$ cat src/rtl/spike_rate_encoder.sv
// spike_rate_encoder: turns signed samples into rate-coded spike trains.
// Each accepted sample is encoded over WINDOW enabled cycles. Spike count
// is floor(|x|*WINDOW/FS), and spikes are spread evenly by a first-order
// accumulator. Spike polarity follows the sample sign.
module spike_rate_encoder #(
    parameter int DATA_W = 8,
    parameter int WINDOW = 16,
    parameter int CNT_W  = $clog2(WINDOW + 1)
) (
    input  logic              clk,
    input  logic              rst,
    input  logic              en,
    input  logic              in_valid,
    output logic              in_ready,
    input  logic [DATA_W-1:0] in_data,
    output logic              pos_out,
    output logic              neg_out,
    output logic              busy,
    output logic              window_done,
    output logic [CNT_W-1:0]  spike_cnt
);

    // Full scale, at sample width (also the most negative code) and with one
    // guard bit for the accumulator sum.
    localparam int unsigned       FS_I = 32'd1 << (DATA_W - 1);
    localparam logic [DATA_W-1:0] FS_N = DATA_W'(FS_I);
    localparam logic [DATA_W:0]   FS_W = {1'b0, FS_N};
    localparam logic [CNT_W-1:0]  LAST = CNT_W'(WINDOW - 1);

    typedef enum logic [0:0] {
        S_IDLE = 1'b0,
        S_RUN  = 1'b1
    } state_t;

    state_t              state_q, state_d;
    logic [DATA_W-1:0]   acc_q, acc_d;
    logic [DATA_W-1:0]   mag_q, mag_d;
    logic                sign_q, sign_d;
    logic [CNT_W-1:0]    cnt_q, cnt_d;
    logic [CNT_W-1:0]    spk_q, spk_d;
    logic                pos_q, pos_d;
    logic                neg_q, neg_d;
    logic                busy_q, busy_d;
    logic                done_q, done_d;

    logic [DATA_W-1:0]   mag_in;
    logic [DATA_W:0]     sum;
    logic                spike;
    logic                last_step;
    logic                accept;

    // Magnitude of the offered sample; the most negative code saturates to FS-1.
    always_comb begin
        mag_in = in_data;
        if (in_data[DATA_W-1]) begin
            if (in_data == FS_N) begin
                mag_in = FS_N - DATA_W'(1);
            end else begin
                mag_in = '0 - in_data;
            end
        end
    end

    // Accumulator step and the handshake decode shared by the FSM.
    always_comb begin
        sum       = {1'b0, acc_q} + {1'b0, mag_q};
        spike     = (sum >= FS_W);
        last_step = (cnt_q == LAST);
        in_ready  = ~rst & ((state_q == S_IDLE) |
                            ((state_q == S_RUN) & en & last_step));
        accept    = in_valid & in_ready;
    end

    // Next-state and registered-output logic.
    always_comb begin
        state_d = state_q;
        acc_d   = acc_q;
        mag_d   = mag_q;
        sign_d  = sign_q;
        cnt_d   = cnt_q;
        spk_d   = spk_q;
        pos_d   = 1'b0;
        neg_d   = 1'b0;
        busy_d  = busy_q;
        done_d  = 1'b0;

        case (state_q)
            S_IDLE: begin
                if (accept) begin
                    state_d = S_RUN;
                    busy_d  = 1'b1;
                    acc_d   = '0;
                    cnt_d   = '0;
                    spk_d   = '0;
                    mag_d   = mag_in;
                    sign_d  = in_data[DATA_W-1];
                end
            end
            S_RUN: begin
                if (en) begin
                    // sum < 2*FS always, so subtracting FS in DATA_W bits is exact
                    acc_d = spike ? (sum[DATA_W-1:0] - FS_N) : sum[DATA_W-1:0];
                    cnt_d = cnt_q + CNT_W'(1);
                    if (spike) begin
                        pos_d = ~sign_q;
                        neg_d = sign_q;
                        spk_d = spk_q + CNT_W'(1);
                    end
                    if (last_step) begin
                        done_d = 1'b1;
                        // The final spike still goes out; a same-edge accept
                        // restarts the window with no idle gap.
                        if (accept) begin
                            busy_d = 1'b1;
                            acc_d  = '0;
                            cnt_d  = '0;
                            spk_d  = '0;
                            mag_d  = mag_in;
                            sign_d = in_data[DATA_W-1];
                        end else begin
                            state_d = S_IDLE;
                            busy_d  = 1'b0;
                        end
                    end
                end
            end
            default: begin
                state_d = S_IDLE;
                busy_d  = 1'b0;
            end
        endcase
    end

    // State register with synchronous reset; reset aborts any window silently.
    always_ff @(posedge clk) begin
        if (rst) begin
            state_q <= S_IDLE;
            acc_q   <= '0;
            mag_q   <= '0;
            sign_q  <= 1'b0;
            cnt_q   <= '0;
            spk_q   <= '0;
            pos_q   <= 1'b0;
            neg_q   <= 1'b0;
            busy_q  <= 1'b0;
            done_q  <= 1'b0;
        end else begin
            state_q <= state_d;
            acc_q   <= acc_d;
            mag_q   <= mag_d;
            sign_q  <= sign_d;
            cnt_q   <= cnt_d;
            spk_q   <= spk_d;
            pos_q   <= pos_d;
            neg_q   <= neg_d;
            busy_q  <= busy_d;
            done_q  <= done_d;
        end
    end

    assign pos_out     = pos_q;
    assign neg_out     = neg_q;
    assign busy        = busy_q;
    assign window_done = done_q;
    assign spike_cnt   = spk_q;

endmodule

$ cat config.mk
export PLATFORM = sky130hd
export DESIGN_NAME = spike_rate_encoder
export DESIGN_NICKNAME = d
export VERILOG_FILES = /design/src/rtl/spike_rate_encoder.sv
export SDC_FILE = /design/constraint.sdc
export NUM_CORES = 1
export LEC_CHECK = 0
export CAP_MARGIN = 20
export CORE_MARGIN = 8
export CORE_UTILIZATION = 40
export DETAILED_ROUTE_END_ITERATION = 6
export SETUP_SLACK_MARGIN = 0.5
export SLEW_MARGIN = 15
export SYNTH_ARGS = -nofsm -noshare
export SYNTH_HDL_FRONTEND = slang
export SYNTH_SLANG_ARGS = --single-unit
$ cat constraint.sdc
create_clock -name clk -period 1.95 [get_ports clk]
set_input_delay 0.39 -clock clk [delete_from_list [all_inputs] [get_ports clk]]
set_output_delay 0.39 -clock clk [all_outputs]
set_load 0.1 [all_outputs]
## Yosys cells after proc, flatten, opt, wreduce, memory -nomap -nowiden

Cells that the tools add are included.

| operators by class | value |
|---|---|
| equal/unequal tests | 5 |
| shifts and indexed selects | 0 |
| multiply operators | 0 |
| div/mod/pow operators | 0 |
| add/sub/neg operators | 5 |
| reduce and logical (&&, ||, !) cells | 5 |
| $lt $le $gt $ge | 1 |
| muxes and demuxes | 35 |
| bitwise logic cells | 10 |

Operators by type and width:

| kind | count |
|---|---|
| two-way mux 8 bit | 10 |
| two-way mux 5 bit | 8 |
| case mux 8 bit (2 select lines) | 2 |
| case mux 5 bit (2 select lines) | 2 |
| adder 5 x 1 -> 5 bit (second input constant) | 2 |
| two-way mux 1 bit | 10 |
| adder 8 x 8 -> 9 bit | 1 |
| greater-or-equal comparator 9 x 8 -> 1 bit (second input constant) | 1 |
| equality test 8 bit (second input constant) | 1 |
| subtractor 1 x 8 -> 8 bit (first input constant) | 1 |
| subtractor 8 bit (second input constant) | 1 |
| case mux 1 bit (2 select lines) | 3 |
| equality test 5 x 4 -> 1 bit (second input constant) | 1 |
| inverter 1 bit | 5 |
| bitwise AND 1 bit | 4 |
| != test 2 bit (second input constant) | 2 |
| AND reduction 2 bit | 2 |
| OR reduction 4 bit | 1 |
| AND reduction 3 bit | 1 |
| OR reduction 3 bit | 1 |
| != test 2 x 1 -> 1 bit (second input constant) | 1 |
| OR 1 bit | 1 |

| word-level totals | value |
|---|---|
| input port bits | 12 |
| memory bits (read-only) | 0 |
| memories kept | 0 |
| bits in writable memories | 0 |
| output and inout bits | 10 |
| bits in registers | 32 |
| bits in latches | 0 |
| word-level logic and storage cells | 71 |

## Logic depth before layout (Yosys ltp)

| logic depth | value |
|---|---|
| depth after elaboration | 9 |
| depth in mapped cells | 8 |
| mapped depth without buffers | 8 |

## Worst setup path after synthesis

Ideal clock, no wire load.

| timing path | value |
|---|---|
| path kind | register to output |
| start point | register cnt_q[0] |
| end point | output port in_ready |
| required time | 1.560 ns |
| buffers on the path | 0 |
| arrival time | 2.235 ns |
| path slack | -0.675 ns |
| cell stages (with the launch flop) | 5 |
| cells stage by stage | dfxtp_1 > ha_1 > and4b_2 > a21boi_1 > nor2_1 |

| between the ends | value |
|---|---|
| word-level cells in the longest chain between the ends | 4 |

Ends and longest elaborated chain:

| item | RTL line | RTL |
|---|---|---|
| start: declaration | 39 | `logic [CNT_W-1:0] cnt_q, cnt_d;` |
| start signal: assignment | 152 | `cnt_q <= cnt_d;` |
| equality test 5 x 4 -> 1 bit | 68 | `last_step = (cnt_q == LAST);` |
| bitwise AND 1 bit | 70 | `((state_q == S_RUN) & en & last_step));` |
| OR 1 bit | 69 | `in_ready = ~rst & ((state_q == S_IDLE) \|` |
| bitwise AND 1 bit | 69 |  |
| end: declaration | 14 | `output logic in_ready,` |

Every way passes these cells.

## Worst setup path after layout

| timing path | value |
|---|---|
| start point | register mag_q[0] |
| end point | register spk_q[3], in the netlist spike_cnt[3] |

| between the ends | value |
|---|---|
| word-level cells in the longest chain between the ends | 7 |

Ends and longest elaborated chain:

| item | RTL line | RTL |
|---|---|---|
| start: declaration | 37 | `logic [DATA_W-1:0] mag_q, mag_d;` |
| start signal: assignment | 150 | `mag_q <= mag_d;` |
| adder 8 x 8 -> 9 bit (*) | 66 | `sum = {1'b0, acc_q} + {1'b0, mag_q};` |
| greater-or-equal comparator 9 x 8 -> 1 bit (*) | 67 | `spike = (sum >= FS_W);` |
| two-way mux 5 bit (*) | 104 | `if (spike) begin` |
| two-way mux 5 bit | 113 | `if (accept) begin` |
| two-way mux 5 bit (*) | 109 | `if (last_step) begin` |
| two-way mux 5 bit (*) | 100 | `if (en) begin` |
| case mux 5 bit (2 select lines) (*) | 87 | `case (state_q)` |
| end signal: assignment | 153 | `spk_q <= spk_d;` |
| end: declaration | 40 | `logic [CNT_W-1:0] spk_q, spk_d;` |

Mark *: on every way between the ends. The rest lies on a longest branch, timed or not. The select of a mux whose other input is x is not followed.
A chain may end at the register's enable or synchronous reset.

==> key figures <==
Critical path
  • Arrival time of the worst setup path: 2.24 ns
  • Last element of the critical path: spike_cnt[3]
  • Endpoint class of the critical path: register
  • Minimum setup slack among reg-to-reg paths: -0.13 ns
  • Setup Crit Path Kind: register to register
  • Start point of the critical path: mag_q[0]
  • Worst Reg2Reg Path Length in Cells: 8
  • Required time of the critical path: 2.11 ns
  • Critical register-to-register path endpoint: spike_cnt[3]
  • Crit start category: register
  • Source of the worst register-to-register timing path: mag_q[0]
  • Maximum net fanout on the critical path: 5

Yosys
  • Unique masters post-synth: 49
  • Synth Net Count: 224
  • Number of instances in the synthesized netlist: 200
  • Total of warnings raised by yosys: 0
  • Total standard cell area after synthesis: 0.00177 sq mm
  • Register area share after synthesis: 36.2%
  • Average footprint of a synthesized cell: 8.86 sq um
  • Most used flip-flop cell after synthesis: sky130_fd_sc_hd__dfxtp_1
  • Number of synthesized flops with an enable pin: 0
  • FFs w/ async S/R, synth: 0%
  • Synthesis-stage register bit count: 32

Placed design
  • Placed Cells incl. Taps: 296
  • Worst setup timing slack at the placement stage: -0.215 ns
  • Port bufs: 21
  • Placed inst area: 0.00232 sq mm
  • Global placer's final weighted congestion: 0.850
  • Detailed Place HPWL: 3420 um

Run status
  • Status: complete, but fails checks
  • Violations in the final reports: negative setup slack

Timing
  • Pin slew with the least headroom to its limit: 0.337 ns
  • RSZ-0062 raised after global routing: true
  • Final-report max-slew violation count: 0
  • Relative slew slack: 77.3%
  • Summed negative setup slack over all endpoints: -0.957 ns
  • Worst hold-check slack: 0.450 ns
  • Total setup violations reported at the end of the flow: 9
  • Maximum achievable frequency: 481 MHz
  • Shortest period the worst path allows: 2.08 ns
  • Part of the cycle the worst path needs: 107%
  • Setup ws final: -0.131 ns
  • Final setup skew: 0.00941 ns
  • Number of failing hold endpoints at the final stage: 0

Floorplanning
  • Number of primary I/O pins: 22
  • Vertical die dimension: 82.6 um
  • Die outline area: 0.00681 sq mm
  • Core Area: 0.00432 sq mm
  • Row Count: 24
  • Floorplan die width: 82.6 um
  • Initial standard-cell utilization of the core: 41.0%

Final layout
  • # nets final: 295
  • Proportion of layout cells with a drive suffix above 1: 40.1%
  • Most common library cell in the layout ignoring fill and taps: sky130_fd_sc_hd__buf_4
  • Commonest cells after routing, fill and taps aside: sky130_fd_sc_hd__buf_4, sky130_fd_sc_hd__dfxtp_1, sky130_fd_sc_hd__nand2_1
  • Layout area overhead: 57.1%
  • Layout Cell Area excl Fill: 0.00278 sq mm
  • Count of placed standard cells in the final layout, fillers left out: 324
  • Sequential standard cell area: 661 sq um
  • Total area of multi-input combinational cells: 0.00133 sq mm
  • Number of antenna diodes: 0
  • Fillers: 344

GRT
  • Total grt overflow: 0
  • Antenna violations before repair: 0
  • Number of global-route vias before repair: 1869
  • Largest net degree at the start of global routing: 20
  • Aggregate global-route resource usage: 15.5%
  • Global-route wire length before repair: 8290 um

Clocking
  • H-Tree Depth: 2
  • CTS buffer count: 5
  • Clock root cell: sky130_fd_sc_hd__clkbuf_8
  • TritonCTS sink count: 32
  • Clk_lat worst skew: 0.28 ns
  • Clock Path Buffers: 2
  • TritonCTS clock tree: built
  • Post-CTS clock slew at the launch and capture registers of the worst setup and hold paths: 0.07 ns
  • Hold bufs inserted after CTS: 0

Power and ir drop
  • Net switching power of the design: 432 uW
  • Maximum resistive drop on vdd: 0.281 mV
  • Portion of total power attributed to the clock network: 33.9%
  • Combinational group share of total power: 21.3%
  • Switching part of the total power: 28.0%
  • P per Cell Area: 554 mW/mm^2
  • Pint: 1110 uW
  • Flop pwr share: 44.8%
  • Cell leakage power: 0.00117 uW

Route
  • Post-route DRC: 0
  • Iteration-0 DRC Markers: 75
  • Post-detailed-route count of antenna-violating nets: 0
  • Number of vias after detailed routing: 1806
  • Post-detailed-route wirelength per cell: 15.7 um
  • Via/cell ratio: 5.57
  • Pre-Repair DR Iteration Count: 4
  • Aggregate routed wire length: 5090 um

Min path
  • Hold/Removal Path Class: register to register

Job
  • Number of maximum-capacitance constraint violations: 0
==> final cells by class <==
type	instances	area share [%]
timing repair buffer	67	22.3
clock inverter	2	0.360
tap	52	2.34
inverter	4	0.539
clock buffer	6	2.97
multi-input combinational	161	47.7
sequential	32	23.7
==> cell families after synthesis <==
family,share of synthesized area (%)
buffers and inverters,1.98
DFF,36.2
muxes,0.565
and+or+nand+nor,21.0
adders and majority gates,8.90
AOI/OAI and AO/OA,27.0
xor gates and xnor gates,4.45
==> power groups by stage <==
stage	registers (uW)	clock network, uW	logic [uW]
CTS	688	536	304
detailed placement	704	0	266
finish	691	523	328
global placement	703	0	258
floorplan	711	0	140
global route	693	565	354
==> Yosys cell counts (all sizes together), types with 4 or more instances <==
cell,count,area share [%]
a21oi,13,3.7
a21boi,4,1.9
a211oi,4,1.7
nand3,8,2.3
dfxtp,32,36
nor2,20,4.4
a22o,7,3.5
inv,4,0.85
o21ai,9,2.5
a21o,5,2.2
o211ai,8,3.4
xor2,6,3.0
nand2,21,4.6
nand4,4,1.4
ha,11,7.8
a22oi,4,1.7
==> per-stage QoR <==
step | total power (uW) | util (%)
2_1_floorplan | 851 | -
3_3_place_gp | 962 | 53.7
6_report | 1540 | 64.4
4_1_cts | 1530 | 61.2
5_1_grt | 1610 | 64.4
3_5_place_dp | 970 | 53.7
==> worst min-delay path by stage <==
| stage | slack, ns | cells past startpoint | end | from |
|---|---|---|---|---|
| 2_1_floorplan | 0.41 | 1 | pos_out | sign_q |
| 3_3_place_gp | 0.44 | 2 | cnt_q[4] | cnt_q[4] |
| 3_5_place_dp | 0.45 | 2 | cnt_q[4] | cnt_q[4] |
| 4_1_cts | 0.46 | 2 | cnt_q[4] | cnt_q[4] |
| 5_1_grt | 0.48 | 2 | cnt_q[4] | cnt_q[4] |
| 6_report | 0.45 | 2 | cnt_q[4] | cnt_q[4] |
==> critical path: stages (launching register included) <==
cell                       delay [ns]
sky130_fd_sc_hd__dfxtp_2         0.33
sky130_fd_sc_hd__ha_4            0.16
sky130_fd_sc_hd__fa_2            0.38
sky130_fd_sc_hd__a211oi_4        0.23
sky130_fd_sc_hd__o21bai_1        0.13
sky130_fd_sc_hd__nand3b_1        0.30
sky130_fd_sc_hd__a21boi_4        0.25
sky130_fd_sc_hd__or4b_1          0.14
sky130_fd_sc_hd__nand3_1         0.06
==> timing repair <==
| item | CTS | global route |
|---|---|---|
| gates cloned | 2 | 0 |
| resized for setup | 32 | 19 |
| setup buffers | 13 | 5 |
| endpoints found under the setup margin | 28 | 28 |
| endpoints found under the hold margin | 0 | 0 |
| pin swaps | 38 | 16 |
==> flip-flops by register name, indices dropped and copies added, names as in the netlist <==
register / cells
acc_q: 8
mag_q: 8
cnt_q: 5
spike_cnt: 5
busy: 1
neg_out: 1
pos_out: 1
sign_q: 1
state_q: 1
window_done: 1
==> per-layer routing <==
metal	share of wire, %	track usage (%)	wire length [um]	vias to the layer above
met2	51	28.0	2580	36
met4	1.4	6.55	69	0
met3	3.9	2.81	200	6
met1	44	17.5	2250	864
met5	0	0	0	-
li1	-	-	-	900
Note: power is estimated with default switching activity, not from simulation.
